File: src/rtl/hamming_channel_injector.sv
// Serial bit-error channel between a Hamming(15,11) encoder and decoder.
// Passes the codeword stream through with one cycle of latency, optionally
// flipping one or two bits per codeword, and counts injected codewords.
module hamming_channel_injector #(
    parameter int unsigned CW_LEN    = 15,
    parameter int unsigned POS_W     = 4,
    parameter logic [3:0]  LFSR_SEED = 4'b0001
) (
    input  logic             clk,
    input  logic             reset,
    input  logic             enable,
    input  logic             datain,
    input  logic             sof,
    input  logic [1:0]       mode,
    input  logic [POS_W-1:0] err_pos,
    output logic             dataout,
    output logic             err_flag,
    output logic [POS_W-1:0] bit_idx,
    output logic [15:0]      inj_count
);

    typedef enum logic [1:0] {
        MODE_PASS   = 2'b00,
        MODE_SINGLE = 2'b01,
        MODE_RANDOM = 2'b10,
        MODE_DOUBLE = 2'b11
    } inj_mode_e;

    localparam logic [POS_W-1:0] LAST_IDX   = POS_W'(CW_LEN - 1);
    localparam logic [POS_W:0]   CW_LEN_EXT = (POS_W + 1)'(CW_LEN);

    logic [POS_W-1:0] idx_q, idx_d;
    logic [3:0]       lfsr_q, lfsr_d;
    inj_mode_e        act_mode_q, act_mode_d;
    logic [POS_W-1:0] act_pos_q, act_pos_d;
    logic             inj_seen_q, inj_seen_d;
    logic [15:0]      inj_count_q, inj_count_d;
    logic             dataout_q, dataout_d;
    logic             err_flag_q, err_flag_d;
    logic [POS_W-1:0] bit_idx_q, bit_idx_d;

    logic [POS_W-1:0] cur_idx;
    logic             start;
    inj_mode_e        eff_mode;
    logic [POS_W-1:0] eff_pos;
    logic             eff_seen;
    logic             pos_valid;
    logic [POS_W-1:0] pos_next;
    logic             flip;

    // Framing, per-codeword latch of mode/position, flip decision and next state.
    // Values latched at codeword start are used directly for bit 0 via eff_*.
    always_comb begin
        idx_d       = idx_q;
        lfsr_d      = lfsr_q;
        act_mode_d  = act_mode_q;
        act_pos_d   = act_pos_q;
        inj_seen_d  = inj_seen_q;
        inj_count_d = inj_count_q;
        dataout_d   = dataout_q;
        err_flag_d  = err_flag_q;
        bit_idx_d   = bit_idx_q;

        cur_idx   = sof ? '0 : idx_q;
        start     = (cur_idx == '0);
        eff_mode  = act_mode_q;
        eff_pos   = act_pos_q;
        eff_seen  = inj_seen_q;
        pos_valid = 1'b0;
        pos_next  = '0;
        flip      = 1'b0;

        if (enable) begin
            if (start) begin
                eff_mode = inj_mode_e'(mode);
                eff_pos  = (eff_mode == MODE_RANDOM) ? POS_W'(lfsr_q - 4'd1) : err_pos;
                eff_seen = 1'b0;
                lfsr_d   = {lfsr_q[2:0], lfsr_q[3] ^ lfsr_q[2]};
            end

            pos_valid = ({1'b0, eff_pos} < CW_LEN_EXT);
            pos_next  = (eff_pos == LAST_IDX) ? '0 : eff_pos + POS_W'(1);

            unique case (eff_mode)
                MODE_PASS:   flip = 1'b0;
                MODE_SINGLE,
                MODE_RANDOM: flip = pos_valid && (cur_idx == eff_pos);
                MODE_DOUBLE: flip = pos_valid && ((cur_idx == eff_pos) || (cur_idx == pos_next));
            endcase

            idx_d      = (cur_idx == LAST_IDX) ? '0 : cur_idx + POS_W'(1);
            act_mode_d = eff_mode;
            act_pos_d  = eff_pos;
            inj_seen_d = eff_seen | flip;
            if (flip && !eff_seen && (inj_count_q != '1)) begin
                inj_count_d = inj_count_q + 16'd1;
            end

            dataout_d  = datain ^ flip;
            err_flag_d = flip;
            bit_idx_d  = cur_idx;
        end
    end

    // State and registered outputs; synchronous reset overrides everything.
    always_ff @(posedge clk) begin
        if (reset) begin
            idx_q       <= '0;
            lfsr_q      <= LFSR_SEED;
            act_mode_q  <= MODE_PASS;
            act_pos_q   <= '0;
            inj_seen_q  <= 1'b0;
            inj_count_q <= '0;
            dataout_q   <= 1'b0;
            err_flag_q  <= 1'b0;
            bit_idx_q   <= '0;
        end else begin
            idx_q       <= idx_d;
            lfsr_q      <= lfsr_d;
            act_mode_q  <= act_mode_d;
            act_pos_q   <= act_pos_d;
            inj_seen_q  <= inj_seen_d;
            inj_count_q <= inj_count_d;
            dataout_q   <= dataout_d;
            err_flag_q  <= err_flag_d;
            bit_idx_q   <= bit_idx_d;
        end
    end

    assign dataout   = dataout_q;
    assign err_flag  = err_flag_q;
    assign bit_idx   = bit_idx_q;
    assign inj_count = inj_count_q;

endmodule

File: config.mk
export PLATFORM = sky130hd
export DESIGN_NAME = hamming_channel_injector
export DESIGN_NICKNAME = d
export VERILOG_FILES = /design/src/rtl/hamming_channel_injector.sv
export SDC_FILE = /design/constraint.sdc
export NUM_CORES = 1
export LEC_CHECK = 0
export BUFFER_PORTS_ARGS = -buffer_cell sky130_fd_sc_hd__buf_4
export CAP_MARGIN = 20
export CORE_ASPECT_RATIO = 0.6
export CORE_MARGIN = 4
export CORE_UTILIZATION = 30
export CTS_CLUSTER_SIZE = 24
export DETAILED_ROUTE_END_ITERATION = 6
export GPL_ROUTABILITY_DRIVEN = 0
export SYNTH_ARGS = -nofsm -noshare
export SYNTH_HDL_FRONTEND = slang
export SYNTH_SLANG_ARGS = --single-unit
File: constraint.sdc
create_clock -name clk -period 4.95 [get_ports clk]
set_input_delay 0.495 -clock clk [delete_from_list [all_inputs] [get_ports clk]]
set_output_delay 0.495 -clock clk [all_outputs]
set_load 0.05 [all_outputs]
Yosys cells after proc, flatten, opt, wreduce, memory -nomap -nowiden:

Cells that the tools add are included.

* add/sub/neg operators: 4
* reduce and logical (&&, ||, !) cells: 11
* magnitude comparators: 1
* equal/unequal tests: 9
* mux-type cells: 12
* bitwise gates (word level): 3

Operators by type and width (number)
* $mux 4: 6
* $add 16x1->16 const B: 1
* $ne 16x16->1 const B: 1
* $add 4x1->4 const B: 2
* $eq 4x4->1: 2
* $eq 4x4->1 const B: 2
* $eq 2x2->1 const B: 3
* $logic_and 1x1->1: 4
* $logic_not 4->1: 1
* $lt 4x4->1 const B: 1
* $mux 2: 2
* $reduce_and 2->1: 2
* $sub 4x1->4 const B: 1
* $mux 1: 3
* $pmux 1 s3: 1
* $eq 2x1->1 const B: 1
* $logic_not 2->1: 1
* $reduce_or 2->1: 1
* $xor 1x1->1: 2
* $logic_not 1->1: 1
* $logic_or 1x1->1: 1
* $or 1x1->1: 1

* output and inout port bits: 22
* word-level logic and storage cells: 49
* register bits: 37

Longest topological paths before layout:

* depth after elaboration: 14
* gate-level depth with buffers: 13
* gate-level depth less buffers: 11

Worst setup path before layout:

Ideal clock, no wire load.

* path kind: input port to flip-flop
* start: input sof
* end: register inj_count_q[5] (netlist: inj_count[5])
* path buffers: 2
* data arrival time: 2.742 ns
* required time: 4.829 ns
* stages on the path: 10
* setup slack: 2.088 ns
* cells stage by stage: clkbuf_1 > nor2_1 > nor3_1 > a31o_2 > a221oi_1 > xnor2_1 > a31oi_2 > buf_6 > nor4_1 > mux2_2

* longest elaborated chain between the ends: 14
* elaborated cells between the ends (all ways): 28

RTL lines
* start: declaration: line 13 `input logic sof,`
* $mux 4 *: line 64 `cur_idx = sof ? '0 : idx_q;`
* $logic_not 4->1: line 65 `start = (cur_idx == '0);`
* $mux 4: line 74 `if (start) begin`
* $mux 4: line 73 `if (enable) begin`
* $add 4x1->4 or $eq 4x4->1 (tied branches): line 82 `pos_next = (eff_pos == LAST_IDX) ? '0 : eff_pos + POS_W'(1);`
* $mux 4: line 82
* $eq 4x4->1: line 88 `MODE_DOUBLE: flip = pos_valid && ((cur_idx == eff_pos) || (cur_idx == pos_next));`
* $logic_or 1x1->1: line 88
* $logic_and 1x1->1: line 88
* $pmux 1 s3: line 84 `unique case (eff_mode)`
* $mux 1: line 73
* $logic_and 1x1->1 * (2 in a row): line 95 `if (flip && !eff_seen && (inj_count_q != '1)) begin`
* $reduce_and 2->1 (no line) *
* end signal: assignment: line 123 `inj_count_q <= inj_count_d;`
* end: declaration: line 37 `logic [15:0] inj_count_q, inj_count_d;`

Mark *: on every way between the ends. The rest lies on a longest branch, timed or not. The select of a mux whose other input is x is not followed.
A chain may end at the register's enable or synchronous reset.

Final worst setup path:

* start: register lfsr_q[0]
* end: register inj_count_q[5] (netlist: inj_count[5])

* longest elaborated chain between the ends: 14
* elaborated cells between the ends (all ways): 18

RTL lines
* start: declaration: line 33 `logic [3:0] lfsr_q, lfsr_d;`
* start signal: assignment: line 119 `lfsr_q <= lfsr_d;`
* $sub 4x1->4 *: line 76 `eff_pos = (eff_mode == MODE_RANDOM) ? POS_W'(lfsr_q - 4'd1) : err_pos;`
* $mux 4 *: line 76
* $mux 4 *: line 74
* $mux 4 *: line 73
* $add 4x1->4 or $eq 4x4->1 (tied branches): line 82
* $mux 4: line 82
* $eq 4x4->1: line 88
* $logic_or 1x1->1: line 88
* $logic_and 1x1->1: line 88
* $pmux 1 s3 *: line 84
* $mux 1 *: line 73
* $logic_and 1x1->1 * (2 in a row): line 95
* $reduce_and 2->1 (no line) *

Marked as above.

==> results_dict.tcl <==
set metrics [dict create \
    syn-cell-area_sq_um 2140 \
    final_util_pct 38.4 \
    post_cts_buffers 0 \
    start_kind "flip-flop" \
    antenna_found_initial 0 \
    yosysWarningCount 0 \
    clockRootBuffer "clkbuf_16" \
    ios 33 \
    cp.required_ps 5120 \
    skew_ps 5.88 \
    arrival_ps 3430 \
    cts_resized 0 \
    yosys.area.top_type "dfxtp_1" \
    synth_nets 288 \
    critPathMaxFanout 31 \
    hold_path_depth 2 \
    worst-path-stages 12 \
    final_cell_area_sq_um 2610 \
    slew_headroom_pct 45.6 \
    peakVddDrop_v 0.000173 \
    worstPathCellList "inv_1, ha_1, nor3b_1, a21oi_1, nor3_1, a31o_2, a221oi_1, xnor2_1, a31oi_2, buf_4, nor4_1, mux2_2" \
    synthArstFlopShare_pct 0 \
    drtAntennaViolNets 0 \
    final_cell_count_no_fill 389 \
    p_per_area_nw_per_um2 314 \
    finalSetupTns_ps 0 \
    synth_seq_area_share_pct 34.7 \
    drv_slew 0 \
    crit_family "compound AO/OA/AOI/OAI gates" \
    n_antenna_cell 0 \
    routed_wl_microns 5760 \
    final_net_count 314 \
    tightest_slew_ps 814 \
    hold_path.class "flip-flop to flip-flop" \
    viasPerCell 5.41 \
    ys_seq_elements 37 \
    endpoint_kind "flip-flop" \
    ff2ff_path_depth 12 \
    hold_buffers 0 \
    cts_made_buffers 5 \
    path_class "flip-flop to flip-flop" \
    syn_inst 275 \
    placed_cell_area_sq_um 2430 \
    drtIter0Drc 155 \
    track_usage_pct 13.9 \
    synth-main-ff-cell "dfxtp_1" \
    max_stage_delay_ps 420 \
    syn_area_per_cell_sq_um 7.77 \
    synth_cell_types 51 \
    cp_slowest_cell "a21oi_1" \
    coreArea_sq_um 6790 \
    syn_to_final_growth_pct 22.1 \
    cts.sinks 37 \
    num_rows 23 \
    insertion_delay_ps 280 \
    status "finished clean" \
    rsz0062_at_grt "no" \
    synth_top_area_share_pct 34.7 \
    period_minus_slack_ps 3250 \
    htreeDepth 2 \
    synth_edf_count 0 \
    place_hpwl_microns 4190 \
    grt-ovfl-total 0 \
    clk_path_buf_depth 2 \
    worst-path-buf-inv 2 \
    report.power.total_uw 819 \
    drv_cap 0 \
    io_buffers 32 \
    drc 0 \
    die_x_microns 117 \
    start_util_pct 31.4 \
    cts_tree "done" \
    die_area_sq_um 8580 \
    grt_pass1_vias 1905 \
    min_period_over_period_pct 65.7 \
    place_inst 381 \
    path_clk_slew_ps 60 \
    hold_viol_final 0 \
    grt_pass1_wl_microns 9430 \
    grt_max_degree 38 \
    setup_violations 0 \
    timing.fmax_mhz 307 \
    vias 2105 \
    drive_above_1_share_pct 17.9 \
    die_y_microns 73.4 \
    routedWlPerCell_microns 14.8 \
    power_leakage_nw 0.960 \
    dr.pass1.iters 4 \
    synthTopCellsByArea "dfxtp_1 35%, a21oi_1 7.3%, nand2_1 6.0%" \
]
==> worst paths after layout <==
path,start,end,slack (ps)
max,lfsr_q[0],inj_count[5],1700
min,inj_seen_q,inj_seen_q,470
min reg2reg,inj_seen_q,inj_seen_q,470
max reg2reg,lfsr_q[0],inj_count[5],1700
==> power breakdown <==
group          internal [mW]  switching [mW]
logic                 0.0461          0.0796
clock network          0.252           0.123
registers              0.307          0.0117
==> registers in the layout, indices dropped and copies added, names as in the netlist, 2 cells and up <==
signal / count
lfsr_q: 4
act_mode_q: 2
act_pos_q: 4
bit_idx: 4
idx_q: 4
inj_count: 16
==> cell usage in the layout, fill, tap and decap left out, types with 4 or more instances in the layout <==
cell type,Yosys,layout
buf_4,0,34
inv_1,9,9
xor2_1,4,4
dfxtp_1,37,37
nand3_1,11,11
o21ai_0,8,8
clkbuf_16,0,5
or4_1,10,10
nand2_1,34,34
o31ai_1,10,10
nor2_1,23,23
and3_1,6,6
nor2b_1,6,6
or3_1,4,4
nor3_1,9,9
a211oi_1,5,5
mux2i_1,5,5
a21oi_1,31,31
==> logic make-up after synthesis <==
group,after synthesis,synth area share (%)
adders and majority gates,2,1.17
muxes,6,2.87
buffers and inverters,24,4.63
xor gates and xnor gates,7,2.87
and+or+nand+nor,121,29.2
AOI/OAI and AO/OA,78,24.6
DFF,37,34.7
==> worst min-delay path: cells and delay by family (launching register included) <==
kind / cells / cell delay (ps)
simple gates: 1 / 50
flops: 1 / 310
compound gates: 1 / 50
==> final cells by class <==
cell class,count,area [sq um]
fillers,697,4180
multi-input cells,214,1300
flip-flops and latches,37,741
repair buffers,34,255
clock buffers,7,143
well taps,87,109
inverters,9,33.8
clock inverters,1,30.0
==> per-layer routing <==
layer | track usage (%) | part of all wire (%)
met5 | 0 | 0
met2 | 17.5 | 38
met1 | 21.8 | 53
met3 | 4.94 | 8.1
met4 | 3.56 | 0.87
==> Yosys cell counts (2+ instances only) <==
cell,instances
dfxtp_1,37
nand2_1,34
a21oi_1,31
nor2_1,23
clkbuf_1,11
nand3_1,11
o31ai_1,10
or4_1,10
inv_1,9
nor3_1,9
o21ai_0,8
and3_1,6
nor2b_1,6
a211oi_1,5
mux2i_1,5
or3_1,4
xor2_1,4
nand2b_1,3
nor3b_1,3
xnor2_1,3
a221oi_2,2
a311oi_1,2
a31o_2,2
and2_1,2
buf_1,2
ha_1,2
nand4_1,2
nor4_1,2
o21bai_1,2
o22ai_1,2
o31a_1,2
or2_2,2
==> per-stage QoR <==
step | worst slack (ps) | hold WS (ps)
final | 1700 | 468
after global placement | 1670 | 452
after floorplan | 2090 | 437
after detailed placement | 1590 | 452
after global routing | 1430 | 498
after CTS | 1730 | 466
(Power assumes the default switching activity.)
